File: config.mk
export PLATFORM = sky130hd
export DESIGN_NAME = id_ex_reg
export DESIGN_NICKNAME = d
export VERILOG_FILES = /design/src/rtl/riscv_pkg.sv /design/src/rtl/operand_forward.sv /design/src/rtl/id_ex_reg.sv
export SDC_FILE = /design/constraint.sdc
export NUM_CORES = 1
export LEC_CHECK = 0
export ABC_AREA = 1
export CORE_AREA = 2 2 226 228
export DETAILED_ROUTE_END_ITERATION = 8
export DIE_AREA = 0 0 228 230
export HOLD_SLACK_MARGIN = 0.05
export MAX_ROUTING_LAYER = met4
export SLEW_MARGIN = 20
export SYNTH_ARGS = -nofsm -noshare
export SYNTH_HDL_FRONTEND = slang
export SYNTH_SLANG_ARGS = --single-unit
File: constraint.sdc
create_clock -name clk -period 1.8 [get_ports clk]
set_input_delay 0.27 -clock clk [delete_from_list [all_inputs] [get_ports clk]]
set_output_delay 0.27 -clock clk [all_outputs]
set_load 0.05 [all_outputs]
File: src/rtl/riscv_pkg.sv
// Shared RV64 pipeline definitions: widths, ALU function encodings and the
// decoded control bundle carried from ID into EX.
package riscv_pkg;

  localparam int XLEN = 64;
  localparam int RAW  = 5;

  localparam logic [2:0] F3_ADD_SUB = 3'b000;
  localparam logic [2:0] F3_XOR     = 3'b100;
  localparam logic [2:0] F3_OR      = 3'b110;
  localparam logic [2:0] F3_AND     = 3'b111;

  localparam logic [6:0] F7_BASE = 7'b0000000;
  localparam logic [6:0] F7_SUB  = 7'b0100000;

  typedef struct packed {
    logic reg_write;
    logic mem_read;
    logic mem_write;
    logic branch;
    logic alu_src;
  } ctrl_t;

  localparam ctrl_t CTRL_NONE = '0;

  // True when a non-x0 destination is read by either source of a consumer.
  function automatic logic src_match(input logic [RAW-1:0] rd,
                                     input logic [RAW-1:0] rs1,
                                     input logic [RAW-1:0] rs2);
    return (rd != '0) && ((rd == rs1) || (rd == rs2));
  endfunction

endpackage

File: src/rtl/operand_forward.sv
// Per-source operand bypass: picks the freshest value for one register index,
// preferring the EX/MEM producer over MEM/WB; x0 is never bypassed.
module operand_forward
  import riscv_pkg::*;
(
  input  logic [RAW-1:0]  addr_i,
  input  logic [XLEN-1:0] regData_i,
  input  logic            memRegWrite_i,
  input  logic [RAW-1:0]  memRdAddr_i,
  input  logic [XLEN-1:0] memResult_i,
  input  logic            wbRegWrite_i,
  input  logic [RAW-1:0]  wbRdAddr_i,
  input  logic [XLEN-1:0] wbData_i,
  output logic [XLEN-1:0] fwdData_o
);

  always_comb begin
    fwdData_o = regData_i;
    if (memRegWrite_i && (memRdAddr_i == addr_i) && (addr_i != '0)) begin
      fwdData_o = memResult_i;
    end else if (wbRegWrite_i && (wbRdAddr_i == addr_i) && (addr_i != '0)) begin
      fwdData_o = wbData_i;
    end
  end

endmodule

File: src/rtl/id_ex_reg.sv
// ID/EX pipeline register with stall, flush and load-use bubble insertion.
// Define ID_EX_FWD_EN to enable MEM/WB operand forwarding; otherwise RAW hazards stall instead.
module id_ex_reg
  import riscv_pkg::*;
(
  input  logic            clk,
  input  logic            rst_n,
  input  logic            stall,
  input  logic            flush,
  input  logic            id_valid,
  input  logic [2:0]      id_funct3,
  input  logic [6:0]      id_funct7,
  input  logic [RAW-1:0]  id_rs1_addr,
  input  logic [RAW-1:0]  id_rs2_addr,
  input  logic [RAW-1:0]  id_rd_addr,
  input  logic [XLEN-1:0] id_rs1_data,
  input  logic [XLEN-1:0] id_rs2_data,
  input  logic [XLEN-1:0] id_imm,
  input  logic            id_reg_write,
  input  logic            id_mem_read,
  input  logic            id_mem_write,
  input  logic            id_branch,
  input  logic            id_alu_src,
  input  logic            mem_reg_write,
  input  logic [RAW-1:0]  mem_rd_addr,
  input  logic [XLEN-1:0] mem_result,
  input  logic            wb_reg_write,
  input  logic [RAW-1:0]  wb_rd_addr,
  input  logic [XLEN-1:0] wb_data,
  output logic            ex_valid,
  output logic            ex_reg_write,
  output logic            ex_mem_read,
  output logic            ex_mem_write,
  output logic            ex_branch,
  output logic [RAW-1:0]  ex_rd_addr,
  output logic [2:0]      ex_funct3,
  output logic [6:0]      ex_funct7,
  output logic [XLEN-1:0] ex_op_a,
  output logic [XLEN-1:0] ex_op_b,
  output logic [XLEN-1:0] ex_store_data,
  output logic            hazard
);

`ifdef ID_EX_FWD_EN
  localparam logic FwdOn = 1'b1;
`else
  localparam logic FwdOn = 1'b0;
`endif

  logic            valid_q,   valid_d;
  ctrl_t           ctrl_q,    ctrl_d;
  logic [RAW-1:0]  rdAddr_q,  rdAddr_d;
  logic [RAW-1:0]  rs1Addr_q, rs1Addr_d;
  logic [RAW-1:0]  rs2Addr_q, rs2Addr_d;
  logic [2:0]      funct3_q,  funct3_d;
  logic [6:0]      funct7_q,  funct7_d;
  logic [XLEN-1:0] rs1Data_q, rs1Data_d;
  logic [XLEN-1:0] rs2Data_q, rs2Data_d;
  logic [XLEN-1:0] imm_q,     imm_d;

  logic            loadUse;
  logic            rawDep;
  logic            bubble;
  logic            load;
  logic [XLEN-1:0] fwdRs1;
  logic [XLEN-1:0] fwdRs2;

  assign loadUse = valid_q & ctrl_q.mem_read & src_match(rdAddr_q, id_rs1_addr, id_rs2_addr);

  // Without bypassing, any in-flight producer that a decode source depends on must drain first.
`ifdef ID_EX_FWD_EN
  assign rawDep = 1'b0;
`else
  assign rawDep = (valid_q & ctrl_q.reg_write & src_match(rdAddr_q, id_rs1_addr, id_rs2_addr))
                | (mem_reg_write & src_match(mem_rd_addr, id_rs1_addr, id_rs2_addr));
`endif

  assign hazard = id_valid & ~flush & (loadUse | rawDep);
  assign bubble = flush | (~stall & hazard);
  assign load   = ~flush & ~stall & ~hazard;

  always_comb begin
    valid_d   = valid_q;
    ctrl_d    = ctrl_q;
    rdAddr_d  = rdAddr_q;
    rs1Addr_d = rs1Addr_q;
    rs2Addr_d = rs2Addr_q;
    funct3_d  = funct3_q;
    funct7_d  = funct7_q;
    rs1Data_d = rs1Data_q;
    rs2Data_d = rs2Data_q;
    imm_d     = imm_q;
    if (bubble) begin
      valid_d   = 1'b0;
      ctrl_d    = CTRL_NONE;
      rdAddr_d  = '0;
      rs1Addr_d = '0;
      rs2Addr_d = '0;
      funct3_d  = '0;
      funct7_d  = '0;
      rs1Data_d = '0;
      rs2Data_d = '0;
      imm_d     = '0;
    end else if (load) begin
      valid_d   = id_valid;
      ctrl_d    = '{reg_write: id_reg_write, mem_read: id_mem_read, mem_write: id_mem_write,
                    branch: id_branch, alu_src: id_alu_src};
      rdAddr_d  = id_rd_addr;
      rs1Addr_d = id_rs1_addr;
      rs2Addr_d = id_rs2_addr;
      funct3_d  = id_funct3;
      // Immediate bits overlap funct7 on I-type; clearing them keeps ADDI from decoding as SUB.
      funct7_d  = id_alu_src ? F7_BASE : id_funct7;
      rs1Data_d = id_rs1_data;
      rs2Data_d = id_rs2_data;
      imm_d     = id_imm;
    end
  end

  always_ff @(posedge clk or negedge rst_n) begin
    if (!rst_n) begin
      valid_q   <= 1'b0;
      ctrl_q    <= CTRL_NONE;
      rdAddr_q  <= '0;
      rs1Addr_q <= '0;
      rs2Addr_q <= '0;
      funct3_q  <= '0;
      funct7_q  <= '0;
      rs1Data_q <= '0;
      rs2Data_q <= '0;
      imm_q     <= '0;
    end else begin
      valid_q   <= valid_d;
      ctrl_q    <= ctrl_d;
      rdAddr_q  <= rdAddr_d;
      rs1Addr_q <= rs1Addr_d;
      rs2Addr_q <= rs2Addr_d;
      funct3_q  <= funct3_d;
      funct7_q  <= funct7_d;
      rs1Data_q <= rs1Data_d;
      rs2Data_q <= rs2Data_d;
      imm_q     <= imm_d;
    end
  end

  operand_forward u_fwd_rs1 (
    .addr_i        (rs1Addr_q),
    .regData_i     (rs1Data_q),
    .memRegWrite_i (mem_reg_write & FwdOn),
    .memRdAddr_i   (mem_rd_addr),
    .memResult_i   (mem_result),
    .wbRegWrite_i  (wb_reg_write & FwdOn),
    .wbRdAddr_i    (wb_rd_addr),
    .wbData_i      (wb_data),
    .fwdData_o     (fwdRs1)
  );

  operand_forward u_fwd_rs2 (
    .addr_i        (rs2Addr_q),
    .regData_i     (rs2Data_q),
    .memRegWrite_i (mem_reg_write & FwdOn),
    .memRdAddr_i   (mem_rd_addr),
    .memResult_i   (mem_result),
    .wbRegWrite_i  (wb_reg_write & FwdOn),
    .wbRdAddr_i    (wb_rd_addr),
    .wbData_i      (wb_data),
    .fwdData_o     (fwdRs2)
  );

  assign ex_valid      = valid_q;
  assign ex_reg_write  = ctrl_q.reg_write;
  assign ex_mem_read   = ctrl_q.mem_read;
  assign ex_mem_write  = ctrl_q.mem_write;
  assign ex_branch     = ctrl_q.branch;
  assign ex_rd_addr    = rdAddr_q;
  assign ex_funct3     = funct3_q;
  assign ex_funct7     = funct7_q;
  assign ex_op_a       = fwdRs1;
  assign ex_op_b       = ctrl_q.alu_src ? imm_q : fwdRs2;
  assign ex_store_data = fwdRs2;

endmodule
==> After elaboration in Yosys (flattened, before gate mapping) <==
Cells that the tools add are included.
{ "op_classes": {"n_addsub": 0, "mul": 0, "div_mod_pow": 0, "magnitude_cmp": 0, "n_eq_ne": 4, "n_shift": 0, "mux": 18, "bitwise": 16, "n_reduce_logical": 7} }
{ "ops": {"columns": ["op", "count"], "rows": [
  ["two-way mux 64 bit", 7],
  ["two-way mux 7 bit", 3],
  ["equality test 5 bit", 4],
  ["two-way mux 5 bit", 4],
  ["bitwise AND 1 bit", 10],
  ["nonzero test 5 bit", 2],
  ["two-way mux 3 bit", 2],
  ["inverter 1 bit", 3],
  ["OR 1 bit", 3],
  ["logical AND 1 bit", 2],
  ["logical OR 1 bit", 2],
  ["two-way mux 1 bit", 2],
  ["nonzero test 2 bit", 1]
]} }
{ "word_totals": {"regBits": 213, "latch_bits": 0, "mem_bits_rw": 0, "romBits": 0, "inputBits": 367, "out_inout_bits": 213, "word_cells": 57, "mem_count": 0} }

==> Depth between registers and ports, before layout <==
{ "logic_depth": {"ltp_word": 11, "depth_mapped": 13, "mapped_depth_nobuf": 11} }

==> Hierarchy <==
A second synthesis with hierarchy kept.
{ "unflattened": {"hier_cells": 2194, "area_unflattened_um2": 15293.4} }
{ "by_module_without_submodules": {"columns": ["module", "instances", "cells_per_inst", "area_each_um2", "seq_area_each_um2"], "rows": [
  ["id_ex_reg", 1, 1136, 10646.5, 5580.4],
  ["operand_forward", 2, 529, 2323.5, 0.0]
]} }

==> Worst setup path after synthesis <==
OpenSTA, ideal clock, no wires.
{ "synth_path": {"path_type": "flip-flop to output port", "from": "register rdAddr_q[0], in the netlist ex_rd_addr[0]", "to": "output port hazard", "arrival_ns": 1.627, "t_required_ns": 1.530, "slack_ns": -0.097, "path_stages_with_launch": 11, "n_path_buf": 0, "path_cell_list": "dfrtp_1 > inv_1 > nand2_1 > nand2_1 > nor2_1 > nand3_1 > nand2_1 > nand2_1 > nand2_2 > nand2_4 > inv_1"} }
{ "synth_via": {"elab_chain_cells": 7, "word_cells_on_any_way": 10, "cone_classes": "2 x eq/ne; 5 x bitwise; 3 x reduce/logical"} }
{ "synth_lines": {"columns": ["item", "line", "rtl"], "rows": [
  ["start, declared", "id_ex_reg.sv:52", "logic [RAW-1:0] rdAddr_q, rdAddr_d;"],
  ["start signal, assigned", "id_ex_reg.sv:135", "rdAddr_q <= rdAddr_d;"],
  ["equality test 5 bit", "riscv_pkg.sv:30", "return (rd != '0) && ((rd == rs1) || (rd == rs2));"],
  ["logical OR 1 bit", "riscv_pkg.sv:30", null],
  ["logical AND 1 bit *", "riscv_pkg.sv:30", null],
  ["bitwise AND 1 bit", "id_ex_reg.sv:74", "assign rawDep = (valid_q & ctrl_q.reg_write & src_match(rdAddr_q, id_rs1_addr, id_rs2_addr))"],
  ["OR 1 bit", "id_ex_reg.sv:75", "| (mem_reg_write & src_match(mem_rd_addr, id_rs1_addr, id_rs2_addr));"],
  ["OR 1 bit *", "id_ex_reg.sv:78", "assign hazard = id_valid & ~flush & (loadUse | rawDep);"],
  ["bitwise AND 1 bit *", "id_ex_reg.sv:78", null],
  ["end, declared", "id_ex_reg.sv:41", "output logic hazard"]
]} }
Every way passes the cells marked *; elsewhere a longest branch is shown, timed or not.

==> Final worst setup path <==
{ "layout_path": {"from": "register rdAddr_q[1], in the netlist ex_rd_addr[1]", "to": "output port hazard"} }
Same word-level chain as after synthesis.

==> flow_summary.yaml <==
min_path:
  hold_path_class: "input pin to async pin"
timing:
  post-route-min-period_ps: 2190
  timing.final.crit_share_pct: 121.6
  fin_ws_ps: -389.5
  hold_viol_final: 0
  max_slew_margin_pct: 54.85
  fmax_mhz: 456.7
  drv_slew: 0
  fin_skew_ps: 13.87
  setup_violations: 268
  max_slew.worst_pin.slew_ps: 675.8
  rsz0062_at_grt: "true"
global_route:
  grt_pass1_vias: 10285
  grt_pass1_wl_um: 61010
  antenna_found_initial: 3
  grt_max_degree: 71
  grt_use_total_pct: 15.15
  grt-ovfl-total: 0
status:
  violations: "negative setup slack"
  status: "finished with violations"
critical_path:
  path_buf_inv: 4
  critPathTopFamily: "simple AND/OR/NAND/NOR gates"
  r2r-start: "ex_rd_addr[1]"
  critPathMaxStageDelay_ps: 420
  path_cells: "inv_2 -> nand2_1 -> nand2_1 -> nor2_2 -> nand3_1 -> nand2_1 -> nand2_1 -> nand2_2 -> nand2_4 -> buf_6 -> inv_4 -> buf_12"
  cp-startpoint: "ex_rd_addr[1]"
  critPathKind: "register to primary output"
  crit_top_cell: "nand2_1"
  cp.depth: 12
  arrival_ps: 1920
  critPathCaptureType: "primary output"
  path_max_fanout: 5
  crit_slowest_cell: "dfrtp_2"
  regToRegSetupSlack_ps: -300
  start_kind: "register"
  cp.required_ps: 1530
  r2r_end: "rs2Data_q[34]"
  r2r_cells: 16
placement:
  dp_hpwl_um: 27660
  placed_area_um2: 15380
  dp_cells: 2214
  portBuffers: 445
  gp_congestion: 0.8786
synth:
  synthTopCellsByArea: "dfrtp_1 (53%), nand2_1 (18%), o21ai_2 (9.5%), mux2_2 (7.1%), o21ai_0 (2.9%)"
  yosysMostFrequentCell: "nand2_1"
  postSynth.asyncResetShare_pct: 100.0
  ys_warn_count: 0
  yosysTopAreaCellShare_pct: 52.81
  synthFlopType: "dfrtp_1"
  synth_enable_flop_cells: 0
  post-synth-top-area-cell: "dfrtp_1"
  syn_nets: 1459
  yosysSeqAreaShare_pct: 52.81
  syn_inst: 1092
  syn_area_per_cell_um2: 9.243
  netlist_area_um2: 10090
  synth_common_cells: "nand2_1 (473), dfrtp_1 (213), o21ai_2 (110)"
  ys_seq_elements: 213
  yosysUniqueCellTypes: 20
clocking:
  cts_tree: "yes"
  cts_root_buffer: "clkbuf_16"
  htreeDepth: 1
  clkLatencyLatePin_ps: 540
  clk_pin_slew_ps: 60
  clock_path_buffers: 3
  clock-sinks: 213
  cts_buffers: 26
die:
  die_x_um: 228
  dieHeight_um: 230
  rows: 82
  pin_count: 580
  die_area_um2: 52440
  initial_utilization_pct: 20.24
  core_um2: 49860
detailed_routing:
  num_vias: 9658
  routed_wl_um: 40200
  drt-initial-drc-count: 415
  drc: 0
  dr_wl_met2_um: 20460
  wire_per_inst_um: 17.40
  firstDrtPassIters: 5
  detail_route.vias_per_cell: 4.181
  ant_nets: 0
  met3_length_um: 2128
  highest_layer: "met4"
  route.layer.met1.wl_um: 16580
finish:
  finalNonFillerCells: 2310
  layout.nets: 1986
  stdcell_area_um2: 17890
  syn_to_final_growth_pct: 77.25
  drive_gt1_share_pct: 38.23
pwr:
  p_leak_nw: 8.393
  ir_worst_vdd_mv: 0.5155
  p_comb_share_pct: 25.7
  power_mw: 14.77
  swShare_pct: 30.52
  seq_power_share_pct: 35.7
  power_density_nw_per_um2: 825.5
  p_sw_mw: 4.507
  clockPowerShare_pct: 38.6
  p_int_mw: 10.26
flow_run:
  cap_violations: 0
[kinds of logic (layout without fill, tap and decap cells)]
family          Yosys count  in the layout  synth area share, %
xor+xnor                  5              5               0.4338
buf+inv                  99            637                6.025
simple gates            502            507                19.11
compound gates          209            209                14.48
other cells               0              3                    0
flops                   213            213                52.81
mux                      64             64                7.140
[repair_timing]
action,in CTS,in global routing
pin swaps,8,9
gates cloned,17,4
resized for setup,270,91
endpoints found under the hold margin,43,0
hold buffers,1,0
setup buffers,26,14
endpoints found under the setup margin,281,270
[worst register-to-register path: stages, from the launching register on]
cell and delay, ps:
dfrtp_2 420, inv_2 70, nand2_1 60, nand2_1 60, nor2_2 120, nand3_1 80, nand2_1 70, nand2_1 50
nand2_2 100, nand2_4 60, buf_4 130, buf_12 140, buf_12 140, nand2_8 140, buf_12 170, buf_16 130
o21ai_2 50
[state kept, by name (all words and copies together) (netlist names)]
name and cells:
ex_valid 1, ex_mem_write 1, rs2Data_q 64, ctrl_q 1, ex_branch 1, ex_rd_addr 5, ex_funct7 7, imm_q 64
ex_funct3 3, ex_reg_write 1, rs1Data_q 64, ex_mem_read 1
[per-layer routing]
metal	global-route usage (%)	up-vias
met4	4.616	0
met5	-	-
met3	2.827	61
met1	17.75	4689
met2	26.34	303
li1	-	4605
[power by group through the flow]
| stage | Clock (mW) | Combinational (mW) | Sequential (mW) |
|---|---|---|---|
| global route | 6.06 | 4.01 | 5.30 |
| finish | 5.70 | 3.79 | 5.27 |
| global placement | 0 | 3.37 | 5.35 |
| floorplan | 0 | 1.21 | 5.96 |
| CTS | 5.90 | 3.77 | 5.27 |
| detailed placement | 0 | 3.38 | 5.36 |
[worst max path at each step]
stage	endpoint
after CTS	hazard
after floorplan	hazard
final	hazard
after global routing	hazard
after global placement	rs1Data_q[39]
after detailed placement	rs1Data_q[39]
[cell usage in the layout, fill, tap and decap left out, types with 2 or more instances in the layout]
cell             synthesis  layout
diode_2                  0       3
buf_8                    0      19
buf_16                   0       8
nand3_1                  4       4
mux2_4                   0       3
buf_4                    0     150
dfrtp_1                213     207
nand2_1                473     470
clkbuf_8                 0       8
o21ai_1                 40       6
buf_6                    6      67
inv_2                    6       7
dlygate4sd2_1            0      49
mux2_2                  64      61
xnor2_1                  4       4
o21ai_0                 58       3
nand2_2                  1       4
nand4_1                  9       9
clkdlybuf4s50_1          0     231
dfrtp_2                  0       5
o21ai_2                110     198
clkbuf_16                0      31
nor2_1                  13       8
nor2_2                   0       4
clkinv_2                 0       2
inv_6                    0       2
bufinv_16                0       4
nand2_8                  0       6
inv_1                   19      15
buf_12                  11      39
[area by class of cell]
class | count | area [um^2]
clock buffer | 36 | 789.5
inverter | 25 | 105.1
antenna | 3 | 7.507
timing repair buffer | 568 | 6018
sequential | 213 | 5340
clock inverter | 8 | 147.6
multi-input combinational | 785 | 4642
tap | 672 | 840.8
fill | 5026 | 31970
[metrics by stage]
step	utilization [%]	setup TNS, ps	hold WS (ps)	setup slack (ps)
after floorplan	-	0	-25.59	1.671
after CTS	35.39	-59120	248.8	-419.1
final	35.88	-56540	274.1	-389.5
after detailed placement	30.85	-78210	260.5	-424.4
after global routing	35.88	-83510	276.5	-498.2
after global placement	30.85	-68780	259.3	-375.7
(Power assumes the default switching activity.)
